--- src/rtl/hazard_pkg.sv ---
// Shared definitions for the pipeline hazard controller.
// Holds the mul/div sequencer state encoding and the operand forwarding select codes.
// Imported by hazard_md_fsm and hazard_ctrl.
package hazard_pkg;

  typedef enum logic [1:0] {
    IDLE = 2'd0,
    BUSY = 2'd1,
    DONE = 2'd2
  } md_state_e;

  localparam logic [1:0] FWD_RF = 2'b00;  // operand from register file
  localparam logic [1:0] FWD_W  = 2'b01;  // operand from Writeback result
  localparam logic [1:0] FWD_M  = 2'b10;  // operand from Memory-stage result

endpackage

--- src/rtl/hazard_md_fsm.sv ---
// Multi-cycle mul/div sequencer: asserts md_busy for MD_CYCLES cycles starting in the
// cycle md_start_e is seen in IDLE, then pulses md_done for one cycle.
// Ports: clk, rst (sync active-low), md_start_e, branch_taken_e in; md_busy, md_done out.
module hazard_md_fsm
  import hazard_pkg::*;
#(
  parameter int MD_CYCLES = 4
) (
  input  logic clk,
  input  logic rst,
  input  logic md_start_e,
  input  logic branch_taken_e,
  output logic md_busy,
  output logic md_done
);

  localparam int CW = $clog2(MD_CYCLES + 1);

  md_state_e       state_q, state_d;
  logic [CW-1:0]   cnt_q, cnt_d;

  always_ff @(posedge clk) begin
    if (!rst) begin
      state_q <= IDLE;
      cnt_q   <= '0;
    end else begin
      state_q <= state_d;
      cnt_q   <= cnt_d;
    end
  end

  always_comb begin
    state_d = state_q;
    cnt_d   = cnt_q;
    md_busy = 1'b0;
    md_done = 1'b0;
    case (state_q)
      IDLE: begin
        // A start in the shadow of a taken branch is being squashed, so ignore it.
        if (md_start_e && !branch_taken_e) begin
          md_busy = 1'b1;
          cnt_d   = CW'(MD_CYCLES - 1);
          state_d = BUSY;
        end
      end
      BUSY: begin
        md_busy = 1'b1;
        if (cnt_q == CW'(1)) begin
          cnt_d   = '0;
          state_d = DONE;
        end else begin
          cnt_d = cnt_q - CW'(1);
        end
      end
      DONE: begin
        // md_start_e may still be high here (same instruction leaving E); not a new op.
        md_done = 1'b1;
        state_d = IDLE;
      end
      default: state_d = IDLE;
    endcase
    if (!rst) begin
      md_busy = 1'b0;
      md_done = 1'b0;
    end
  end

endmodule

--- src/rtl/hazard_ctrl.sv ---
// Pipeline hazard controller for the 5-stage core: stage enables/flushes, E-stage
// forwarding selects, mul/div front-end freeze, saturating count of D-stall cycles.
// Ports: clk, rst (sync active-low), register indices/controls per stage in;
// en_*/flush_*/bubble_m, fwd_a_e/fwd_b_e, md_busy/md_done, stall_cnt out.
module hazard_ctrl
  import hazard_pkg::*;
#(
  parameter int RW        = 5,
  parameter int MD_CYCLES = 4,
  parameter int SCW       = 16
) (
  input  logic           clk,
  input  logic           rst,
  input  logic [RW-1:0]  rs_d,
  input  logic [RW-1:0]  rt_d,
  input  logic [RW-1:0]  rs_e,
  input  logic [RW-1:0]  rt_e,
  input  logic [RW-1:0]  rd_e,
  input  logic [RW-1:0]  rd_m,
  input  logic [RW-1:0]  rd_w,
  input  logic           regwrite_e,
  input  logic           regwrite_m,
  input  logic           regwrite_w,
  input  logic           memtoreg_e,
  input  logic           branch_taken_e,
  input  logic           md_start_e,
  output logic           en_f,
  output logic           en_d,
  output logic           en_e,
  output logic           en_m,
  output logic           flush_d,
  output logic           flush_e,
  output logic           bubble_m,
  output logic [1:0]     fwd_a_e,
  output logic [1:0]     fwd_b_e,
  output logic           md_busy,
  output logic           md_done,
  output logic [SCW-1:0] stall_cnt
);

  logic           lu;
  logic [SCW-1:0] stall_cnt_q, stall_cnt_d;

  hazard_md_fsm #(
    .MD_CYCLES(MD_CYCLES)
  ) u_md_fsm (
    .clk            (clk),
    .rst            (rst),
    .md_start_e     (md_start_e),
    .branch_taken_e (branch_taken_e),
    .md_busy        (md_busy),
    .md_done        (md_done)
  );

  // M-stage result is younger than W, so it wins when both match.
  function automatic logic [1:0] fwd_sel(input logic [RW-1:0] src, input logic wm,
                                         input logic [RW-1:0] dm, input logic ww,
                                         input logic [RW-1:0] dw);
    if (wm && dm != '0 && dm == src)      return FWD_M;
    else if (ww && dw != '0 && dw == src) return FWD_W;
    else                                  return FWD_RF;
  endfunction

  always_comb begin
    fwd_a_e = FWD_RF;
    fwd_b_e = FWD_RF;
    if (rst) begin
      fwd_a_e = fwd_sel(rs_e, regwrite_m, rd_m, regwrite_w, rd_w);
      fwd_b_e = fwd_sel(rt_e, regwrite_m, rd_m, regwrite_w, rd_w);
    end
  end

  assign lu = memtoreg_e && regwrite_e && (rd_e != '0) && (rd_e == rs_d || rd_e == rt_d);

  // Priority: mul/div freeze > taken branch > load-use. md_busy is already 0 in reset.
  always_comb begin
    en_f     = 1'b1;
    en_d     = 1'b1;
    en_e     = 1'b1;
    en_m     = 1'b1;
    flush_d  = 1'b0;
    flush_e  = 1'b0;
    bubble_m = 1'b0;
    if (rst) begin
      if (md_busy) begin
        en_f     = 1'b0;
        en_d     = 1'b0;
        en_e     = 1'b0;
        bubble_m = 1'b1;
      end else if (branch_taken_e) begin
        flush_d = 1'b1;
        flush_e = 1'b1;
      end else if (lu) begin
        en_f    = 1'b0;
        en_d    = 1'b0;
        flush_e = 1'b1;
      end
    end
  end

  always_comb begin
    stall_cnt_d = stall_cnt_q;
    if (!en_d && stall_cnt_q != '1) stall_cnt_d = stall_cnt_q + SCW'(1);
  end

  always_ff @(posedge clk) begin
    if (!rst) stall_cnt_q <= '0;
    else      stall_cnt_q <= stall_cnt_d;
  end

  assign stall_cnt = stall_cnt_q;

endmodule

--- config.mk ---
export PLATFORM = sky130hd
export DESIGN_NAME = hazard_ctrl
export DESIGN_NICKNAME = d
export VERILOG_FILES = /design/src/rtl/hazard_pkg.sv /design/src/rtl/hazard_md_fsm.sv /design/src/rtl/hazard_ctrl.sv
export SDC_FILE = /design/constraint.sdc
export NUM_CORES = 1
export LEC_CHECK = 0
export CORE_MARGIN = 5
export CORE_UTILIZATION = 30
export CTS_CLUSTER_SIZE = 25
export DETAILED_ROUTE_END_ITERATION = 10
export DONT_BUFFER_PORTS = 1
export SLEW_MARGIN = 20
export SYNTH_ARGS = -nofsm -noshare
export SYNTH_HDL_FRONTEND = slang
export SYNTH_SLANG_ARGS = --single-unit
export TNS_END_PERCENT = 20
--- constraint.sdc ---
create_clock -name clk -period 1.86 [get_ports clk]
set_input_delay 0.279 -clock clk [delete_from_list [all_inputs] [get_ports clk]]
set_output_delay 0.279 -clock clk [all_outputs]
set_load 0.005 [all_outputs]
# Word level (Yosys, flattened, before mapping)
# Cells that the tools add are included.
# Widths: inputs -> output; s select.
# classes
n_addsub,2
n_eq_ne,12
n_mux,32
reduce_logical,21
# op_table
cell,n
$eq 5x5->1,6
$mux 1,21
$add 16x1->16 const B,1
$ne 16x16->1 const B,1
$reduce_bool 5->1,3
$mux 2,6
$logic_and 1x1->1,11
$mux 3,2
$pmux 3 s2,1
$ne 2x1->1 const B,2
$pmux 2 s2,1
$reduce_and 2->1,2
$eq 3x1->1 const B,1
$sub 3x1->3 const B,1
$eq 2x1->1 const B,1
$eq 2x2->1 const B,1
$logic_not 1->1,2
$logic_not 2->1,1
$pmux 1 s2,1
$reduce_bool 2->1,1
$logic_or 1x1->1,1
# word_totals
ff_bits,21
inputBits,43
output_inout_bits,29

# Longest topological paths before layout
# Gate-level depths: netlist of run 1.
# depth
depth_word,9
depth_mapped,8
depth_no_buf,8

# By module
# From an unflattened synthesis of run 1, not the netlist that was laid out.
# hier_totals
hier_cells,185
hier_area_um2,1577.8
# modules_own_cells
mod,instances,cells_per_inst,area_each_um2,seq_area_each_um2
hazard_ctrl,1,158,1322.5,320.3
hazard_md_fsm,1,27,255.2,100.1

# Least setup slack after synthesis of run 1
# OpenSTA, ideal clock, no wires.
# synth_timing
path_type,input port to output port
startpoint,in rd_e[0]
endpoint,out en_f
t_arrival_ns,1.529
required_time_ns,1.581
setup_slack_ns,0.052
cell_stages,5
cell_sequence,or3_1 > o311a_1 > a41oi_4 > buf_6 > buf_4
# synth_via
elab_chain_cells,7
# synth_rtl
item,line,text
"start, declared",hazard_ctrl.sv:18,"input logic [RW-1:0] rd_e,"
$eq 5x5->1 / $reduce_bool 5->1 (equally long branches),hazard_ctrl.sv:73,assign lu = memtoreg_e && regwrite_e && (rd_e != '0) && (rd_e == rs_d || rd_e == rt_d);
$logic_or 1x1->1 / $logic_and 1x1->1 (equally long branches),hazard_ctrl.sv:73,
$logic_and 1x1->1 (*),hazard_ctrl.sv:73,
$mux 1 (*) (4 in series),n/a,
"end, declared",hazard_ctrl.sv:27,"output logic en_f,"
# Mark *: on every way between the ends. The rest lies on a longest branch, timed or not.

# Worst setup path in the final report of run 1
# layout_timing
startpoint,in rd_e[0]
endpoint,out en_f
# layout_via
elab_chain_cells,7
# layout_rtl
item,line,text
$eq 5x5->1 / $reduce_bool 5->1 (equally long branches),hazard_ctrl.sv:73,
$logic_or 1x1->1 / $logic_and 1x1->1 (equally long branches),hazard_ctrl.sv:73,
$logic_and 1x1->1 (*),hazard_ctrl.sv:73,
$mux 1 (*),hazard_ctrl.sv:93,end else if (lu) begin
$mux 1 (*),hazard_ctrl.sv:90,end else if (branch_taken_e) begin
$mux 1 (*),hazard_ctrl.sv:85,if (md_busy) begin
$mux 1 (*),hazard_ctrl.sv:84,if (rst) begin
# Marks and branches as above.

==> results by group, run 1 <==
Power
  • Peak VDD IR: 0.242 mV
  • Net Sw Frac: 25.4%
  • Total Power: 0.964 mW
  • Flop pwr share: 48.7%
  • Comb power frac: 20.4%
  • Leak: 0.649 nW
  • Clock share of power: 30.9%
  • Pwr dens: 512 nW/µm²
  • Int Pwr: 0.720 mW
  • Psw: 0.244 mW

CTS
  • Clock root buffer master: clkbuf_8
  • CTS tree: done
  • Htree depth: 1
  • Clk slew on worst S/H paths: 0.08 ns
  • Clk buf depth: 2
  • CTS Buf Count: 3
  • Hold Buf Count CTS: 0
  • Clock sink count: 21
  • Skew-Pair Late Insertion Delay: 0.26 ns

Worst hold path
  • Hold wc startpoint: rst
  • Cells on Worst Hold Path: 1
  • Hold EP: stall_cnt[12]
  • Hold Crit Class: in2reg

Synth
  • Flops & latches, synth: 21
  • YS warnings: 0
  • Top cell type's share of synthesized area: 26.2%
  • Sequential fraction of the synthesis area: 26.2%
  • Synthesized netlist cell count: 191
  • Cell variety after synth: 45
  • Area leader, netlist: dfxtp_1
  • Syn Area/Cell: 8.39 µm²
  • Top cells by area, synth: dfxtp_1 (26%), xnor2_1 (8.7%), xor2_1 (7.7%)
  • Syn nets: 237
  • Synthesized cell area: 1600 µm²

Setup path
  • FF-to-FF Start: u_md_fsm.state_q[0]
  • Critical Path Source: rd_e[0]
  • Critical path class: in2out
  • Crit Path Max Fanout: 7
  • R2R Path End: stall_cnt[13]
  • Max incr delay on CP: 0.35 ns
  • Top delay family on crit path: compound AO/OA/AOI/OAI gates
  • Worst path slowest cell: or3_1
  • Required @ worst endpoint: 1.58 ns
  • Crit start category: input port
  • R2r setup slk: 0.11 ns
  • Critical Path Sink Type: output pin
  • Reg2Reg Depth: 8
  • Worst Path Arrival: 1.52 ns
  • Critical path buffers and inverters: 2
  • Crit-path cells: or3_1 -> o311a_1 -> a41oi_4 -> buf_12 -> buf_4

Die
  • Core area: 5140 µm²
  • Die Span Y: 83.1 µm
  • Die X: 83.1 µm
  • Placement Rows: 26
  • Starting Density: 31.2%
  • I/O pins: 72
  • DIE AREA: 6900 µm²

STA
  • Final worst-path setup slack: 0.0648 ns
  • Final Hold Fails: 0
  • Slew Viols, Final: 0
  • Tcrit/Tclk final: 96.5%
  • Setup tns final: 0 ns
  • Final setup vio count: 0
  • Final Hold Slack: 0.148 ns
  • Max Fclk: 0.557 GHz
  • Clock Skew: 0.00255 ns
  • Tmin final: 1.80 ns

GRT
  • Vias in the first global route: 1,396
  • Pin count of the biggest net entering global routing: 27
  • Initial antenna violation count: 0
  • Total grt overflow: 0
  • Total GRT Usage: 11.3%
  • First-pass GRT wire length: 6.75 mm

Cells and area
  • N_diodes: 0
  • Final core utilization: 36.6%
  • FF+latch area: 423 µm²
  • Final net count: 250
  • Fillers: 561
  • Layout cell share with drive strength beyond 1: 19.2%
  • Fin area: 1880 µm²
  • Area Overhead vs Synth: 17.4%
  • Area of the multi-input gates: 1100 µm²
  • Cell Count, Final, Fillers Out: 273

Drt
  • Drt first pass iters: 4
  • Initial DRC Count: 50
  • Detailed-route via count: 1,377
  • Antenna-violating nets left: 0
  • Drt drc: 0
  • Drt via density: 5.04
  • Mean routed wirelength per cell: 14.9 µm
  • Post-Route WL: 4.07 mm

Placement
  • DP Area: 1760 µm²
  • Dpl cells: 266
  • PortBufs: 0
  • Setup WS pre-CTS: -0.0510 ns
  • RD Place Congestion: 0.787
  • Post-DP HPWL: 3.18 mm

Run
  • Max-capacitance violation count: 0

Outcome
  • Status: finished, final reports clean
==> state kept, by name, indices dropped and copies added, names as in the netlist <==
| register | cells |
|---|---|
| u_md_fsm.state_q | 2 |
| stall_cnt | 16 |
| u_md_fsm.cnt_q | 3 |
==> cell families after synthesis <==
kind of cell    count (synthesis)  synth area share, %
simple gates                   82                 29.7
xor+xnor                       30                 16.4
compound gates                 29                 14.0
flops                          21                 26.2
buf+inv                        17                 6.09
mux                             8                 5.00
fa+ha+maj                       3                 2.34
other cells                     1                0.234
==> area by class of cell <==
type	instances	area share [%]
Sequential cell	21	22.5
Tap cell	70	4.65
Inverter	6	1.20
Multi-Input combinational cell	153	58.5
Clock buffer	4	2.39
Timing Repair Buffer	19	10.8
==> worst max-delay path by stage <==
stage,end,slack (ns),cells past startpoint
finish,en_f,0.06,5
global route,stall_cnt[11],-0.0001,8
CTS,fwd_b_e[0],0.008,5
detailed placement,fwd_b_e[0],-0.05,5
global placement,fwd_b_e[0],0.02,5
floorplan,en_f,0.05,5
==> cells in the mapped netlist (all sizes together) <==
library cell / number
xor2: 14
buf: 8
or3: 2
ha: 3
a41oi: 1
a211oi: 1
or2: 1
or4: 8
o21bai: 1
inv: 6
nand3: 14
o311a: 2
clkbuf: 3
nor2b: 1
o21ai: 4
nor3b: 1
o31ai: 4
o311ai: 1
nand2b: 6
xnor2: 16
o211ai: 1
nor2: 7
and3: 5
nor3: 6
a21oi: 11
and4: 1
o41ai: 1
a22oi: 1
o22ai: 1
mux2i: 8
nor4: 8
nor4b: 1
nand2: 17
conb: 1
and2: 3
or3b: 1
dfxtp: 21
==> timing repair <==
action,4_1_cts,5_1_grt
setup buffers,0,1
pin swaps,0,4
gates cloned,0,2
endpoints found under the setup margin,2,17
hold endpoints to repair,0,0
resized for setup,1,7
==> placed cells by master (no fill, tap or decap), types with 4 or more instances in the layout <==
master    netlist  routed
nand2_1        17      17
buf_4           5      15
a21oi_1        10       9
nand2b_1        5       5
or4_1           8       8
mux2i_1         8       8
o31ai_1         4       4
nor2_1          7       7
dfxtp_1        21      19
xor2_1         14      14
nor4_1          8       8
nand3_1        13      13
xnor2_1        16      16
and3_1          5       5
inv_1           6       5
==> routing by layer <==
| metal | part of all wire (%) | GRT usage [%] | wire length, µm | vias to the layer above |
|---|---|---|---|---|
| li1 | - | - | - | 706 |
| met1 | 41 | 12.9 | 1670 | 640 |
| met2 | 53 | 20.3 | 2140 | 29 |
| met3 | 5.5 | 3.07 | 225 | 2 |
| met4 | 0.69 | 3.12 | 28 | 0 |
| met5 | 0 | 0 | 0 | - |
==> power by group through the flow <==
stage	sequential, mW	clock [mW]	combinational [mW]
after floorplan	0.480	0	0.149
after detailed placement	0.480	0	0.180
after CTS	0.469	0.312	0.181
final	0.470	0.298	0.196
after global placement	0.480	0	0.177
after global routing	0.472	0.325	0.220
Note: power is estimated with default switching activity, not from simulation.
==> run 2, diff against run 1 <==
Settings changed: CORE_MARGIN 5 to not set.
==> run 2 against run 1 <==
  * Die area shrank 18%
  * Maximum frequency is 2.4% lower
  * Clock skew is essentially flat
  * Cell area is 4.7% lower
  * Sequential power is essentially flat
  * Flip-flop and latch count did not move
  * Critical endpoint unchanged
  * Largest cell class unchanged
==> results by group, run 2 (synthesis gave the netlist of run 1 again) <==
Outcome
  • Status: finished, final reports clean

Power
  • Psw: 0.238 mW
  • Leak: 0.610 nW
  • Int Pwr: 0.704 mW
  • Total Power: 0.942 mW
  • Clock share of power: 31.6%
  • Peak VDD IR: 0.213 mV
  • Net Sw Frac: 25.2%
  • Pwr dens: 525 nW/µm²
  • Flop pwr share: 50.1%
  • Comb power frac: 18.3%

Worst hold path
  • Hold Crit Class: in2reg
  • Cells on Worst Hold Path: 1
  • Hold wc startpoint: rst
  • Hold EP: stall_cnt[12]

Setup path
  • Critical Path Sink Type: output pin
  • Critical path class: in2out
  • Crit start category: input port
  • Reg2Reg Depth: 7
  • Crit Path Max Fanout: 26
  • FF-to-FF Start: stall_cnt[5]
  • Required @ worst endpoint: 1.58 ns
  • Worst Path Arrival: 1.56 ns
  • R2r setup slk: 0.10 ns
  • R2R Path End: stall_cnt[5]

CTS
  • Clk slew on worst S/H paths: 0.07 ns
  • Setup Fix Bufs, Post-CTS: 0
  • Skew-Pair Late Insertion Delay: 0.26 ns
  • Clock root buffer master: clkbuf_8
  • Clock sink count: 21
  • CTS Buf Count: 3
  • CTS tree: done
  • Htree depth: 1
  • Clk buf depth: 2

STA
  • Slew Viols, Final: 0
  • Max Fclk: 0.544 GHz
  • Tmin final: 1.84 ns
  • RSZ-0062 raised after global routing: true
  • Final setup vio count: 0
  • Tcrit/Tclk final: 98.8%
  • Setup tns final: 0 ns
  • Clock Skew: 0.00225 ns
  • Final Hold Fails: 0

Cells and area
  • Final net count: 247
  • Most frequent cells in the layout: dfxtp_1 (20), nand2_1 (17), xnor2_1 (16), buf_4 (15), xor2_1 (14)
  • Layout cell share with drive strength beyond 1: 16.5%
  • Commonest non-fill, non-tap cell in the layout: dfxtp_1
  • Cell Count, Final, Fillers Out: 270
  • Max reg flops: 16
  • N_diodes: 0
  • Area Overhead vs Synth: 11.9%
  • FF+latch area: 422 µm²
  • Area of the multi-input gates: 1080 µm²
  • Fillers: 569
  • Fin area: 1790 µm²

Die
  • Placement Rows: 26
  • Starting Density: 31.2%
  • DIE AREA: 5640 µm²
  • Die Span Y: 75.1 µm
  • I/O pins: 72
  • Die X: 75.1 µm
  • Core area: 5140 µm²

Drt
  • Drt drc: 0
  • Mean routed wirelength per cell: 13.5 µm
  • Post-Route WL: 3.65 mm
  • Detailed-route via count: 1,385
  • Drt first pass iters: 4
  • Drt via density: 5.13
  • Antenna-violating nets left: 0
  • Initial DRC Count: 51

Placement
  • DP Area: 1750 µm²
  • Dpl cells: 266
  • RD Place Congestion: 0.792
  • PortBufs: 0
  • Post-DP HPWL: 2.93 mm

GRT
  • First-pass GRT wire length: 5.62 mm
  • Total GRT Usage: 13.0%
  • Total grt overflow: 0
  • Vias in the first global route: 1,228
  • Initial antenna violation count: 0
  • Pin count of the biggest net entering global routing: 27

Run
  • Max-capacitance violation count: 0
[run 2: worst max-delay path, cell delays in order]
cell,delay [ns]
or3_1,0.36
o311a_1,0.34
a41oi_4,0.25
buf_12,0.19
buf_4,0.13
[run 2: power by group through the flow]
| stage | combinational (mW) | sequential, mW | clock, mW |
|---|---|---|---|
| 2_1_floorplan | 0.149 | 0.480 | 0 |
| 3_5_place_dp | 0.171 | 0.483 | 0 |
| 6_report | 0.172 | 0.472 | 0.297 |
| 3_3_place_gp | 0.171 | 0.482 | 0 |
| 5_1_grt | 0.196 | 0.474 | 0.324 |
| 4_1_cts | 0.173 | 0.472 | 0.308 |
[run 2: how the worst max path moves through the flow]
stage / start / endpoint / slack, ns / depth (start not counted)
3_5_place_dp: rd_m[1] / fwd_b_e[0] / 0.002 / 5
3_3_place_gp: rd_m[1] / fwd_b_e[0] / 0.0002 / 5
2_1_floorplan: rd_e[0] / en_f / 0.05 / 5
4_1_cts: rd_e[0] / en_f / 0.02 / 5
5_1_grt: rd_e[0] / en_f / -0.03 / 5
6_report: rd_e[0] / en_f / 0.02 / 5
[run 2: timing repair]
item                                    4_1_cts  5_1_grt
pin swaps                                     0        1
hold buffers                                  0        0
endpoints found under the setup margin        1       12
resized for setup                             1        2
[run 2: through the flow]
step                setup slack [ns]  utilization, %  hold slack (ns)
floorplan                     0.0524               -            0.459
global placement            0.000201            34.0            0.418
detailed placement           0.00181            34.0            0.427
CTS                           0.0154            34.9            0.148
global route                 -0.0267            34.9            0.148
finish                        0.0215            34.9            0.155
[run 2: metal layers]
layer | wire [µm] | share of wire, % | up-vias | GRT usage, %
li1 | - | - | 701 | -
met1 | 1670 | 46 | 645 | 17.8
met2 | 1700 | 47 | 35 | 19.2
met3 | 230 | 6.3 | 4 | 3.88
met4 | 45 | 1.2 | 0 | 5.03
met5 | 0 | 0 | - | 0
[run 2: final cells by class]
type | count | share of cell area (%)
multi-input combinational | 153 | 60.5
clock buffer | 4 | 2.51
tap | 70 | 4.88
timing repair buffer | 16 | 7.39
sequential | 21 | 23.5
inverter | 6 | 1.26
==> run 3, diff against run 2 <==
Settings changed: ABC_AREA set to 0, CORE_UTILIZATION 30 to 55, PLACE_DENSITY set to 0.73.
==> run 3 against run 2 <==
  * Highest routed layer unchanged
  * Flip-flop and latch count stayed put
  * Maximum frequency rose by 2.6%
  * Sequential share of layout area grew 0.14 points
  * Combinational power grew 16%
  * Global-route usage increased by 9.6 points
  * Sequential power about the same
  * Non-clock buffer count is 2 lower
  * Setup slack improved by 0.046 ns
  * Clock skew is essentially flat
  * Core utilization grew 30 points
==> results by group, run 3 (synthesis gave the netlist of run 1 again) <==
Die
  • Core area: 2760 µm²
  • Placement Rows: 19
  • Die Span Y: 56.0 µm
  • I/O pins: 72
  • DIE AREA: 3130 µm²
  • Die X: 56.0 µm
  • Starting Density: 58.1%

Cells and area
  • Most frequent cells in the layout: dfxtp_1 (19), xnor2_1 (16), nand2_1 (16), xor2_1 (14), nand3_1 (13)
  • Final net count: 245
  • Commonest non-fill, non-tap cell in the layout: dfxtp_1
  • Fin area: 1790 µm²
  • Area Overhead vs Synth: 11.6%
  • Layout cell share with drive strength beyond 1: 19.7%
  • Max reg flops: 16
  • N_diodes: 0

CTS
  • Clock sink count: 21
  • Clk buf depth: 2
  • Htree depth: 1
  • CTS tree: done
  • Clk slew on worst S/H paths: 0.11 ns
  • Skew-Pair Late Insertion Delay: 0.30 ns
  • Clock root buffer master: clkbuf_4
  • CTS Buf Count: 3

Setup path
  • Crit start category: register
  • FF-to-FF Start: u_md_fsm.state_q[0]
  • R2r setup slk: 0.07 ns
  • Required @ worst endpoint: 2.10 ns
  • Critical Path Sink Type: register
  • Reg2Reg Depth: 9
  • R2R Path End: stall_cnt[11]
  • Critical path class: reg2reg
  • Crit Path Max Fanout: 12
  • Worst Path Arrival: 2.03 ns

GRT
  • Pin count of the biggest net entering global routing: 23
  • GR peak layer: met2
  • Met1 usage: 27.0%
  • Vias in the first global route: 1,416
  • Initial antenna violation count: 0
  • First-pass GRT wire length: 5.78 mm
  • Total GRT Usage: 22.6%
  • Total grt overflow: 0
  • Met3 GRT Util: 5.12%
  • Met2 usage: 39.1%

STA
  • Tcrit/Tclk final: 96.4%
  • Tmin final: 1.79 ns
  • Final setup vio count: 0
  • Final worst-path setup slack: 0.0676 ns
  • Final Hold Fails: 0
  • Slew Viols, Final: 0
  • RSZ-0062 raised after global routing: false
  • Max Fclk: 0.558 GHz
  • Clock Skew: 0.00191 ns
  • Setup tns final: 0 ns

Placement
  • PortBufs: 0
  • Setup WS pre-CTS: 0.0247 ns
  • Post-DP HPWL: 2.59 mm
  • RD Place Congestion: 0.846
  • DP Area: 1660 µm²

Outcome
  • Status: finished, final reports clean

Drt
  • Initial DRC Count: 59
  • Antenna-violating nets left: 0
  • Drt first pass iters: 4
  • Drt drc: 0
  • Mean routed wirelength per cell: 15.5 µm
  • Drt via density: 6.26
  • Detailed-route via count: 1,433
  • Post-Route WL: 3.55 mm

Power
  • Pwr dens: 496 nW/µm²
  • Peak VDD IR: 0.416 mV
  • Leak: 0.612 nW

Worst hold path
  • Hold wc startpoint: rst
  • Hold EP: stall_cnt[12]
  • Hold Crit Class: in2reg
  • Cells on Worst Hold Path: 1

Run
  • Max-capacitance violation count: 0
==> run 3: worst max path at each step <==
stage | startpoint | to | cells after the start
5_1_grt | u_md_fsm.state_q[0] | stall_cnt[11] | 9
3_3_place_gp | rd_e[0] | en_d | 5
3_5_place_dp | u_md_fsm.state_q[0] | stall_cnt[5] | 8
2_1_floorplan | rd_e[0] | en_f | 5
4_1_cts | u_md_fsm.state_q[0] | en_d | 7
6_report | u_md_fsm.state_q[0] | stall_cnt[11] | 9
==> run 3: metal layers <==
metal	part of all wire, %	vias up
li1	-	696
met3	5.7	2
met4	0.54	0
met2	51	43
met1	43	692
met5	0	-
==> run 3: area by class of cell <==
class                   instances  area, µm²
flip-flops and latches         21        423
repair buffers                 14        163
well taps                      31       38.8
inverters                       6       22.5
fillers                       240        968
clock buffers                   4       26.3
multi-input cells             153       1120
==> run 3: through the flow <==
step                util [%]  hold WS [ns]  total power, mW  cells
floorplan                  -         0.459            0.629    191
finish                  64.9        0.0994            0.888    229
global placement        60.2         0.418            0.643    220
detailed placement      60.2         0.418            0.651    220
global route            64.9        0.0679            0.936    229
CTS                     62.6        0.0817            0.888    226
==> run 3: timing repair <==
action | 4_1_cts | 5_1_grt
gates resized for setup | 2 | 10
pin swaps | 0 | 6
setup endpoints to repair | 4 | 13
gates cloned | 1 | 0
hold buffers | 0 | 0
buffers inserted | 1 | 3
==> run 3: power by group <==
group | switching [mW] | internal (mW)
logic | 0.0914 | 0.108
registers | 0.0105 | 0.461
clock network | 0.134 | 0.0835
==> run 3: worst max-delay path, cell delays in order, from the launching register on <==
cell and delay, ns:
dfxtp_2 0.35, inv_2 0.05, a21oi_4 0.15, nand2_2 0.09
inv_2 0.09, a41oi_4 0.05, buf_12 0.17, buf_16 0.13
or4_4 0.51, a21oi_2 0.13
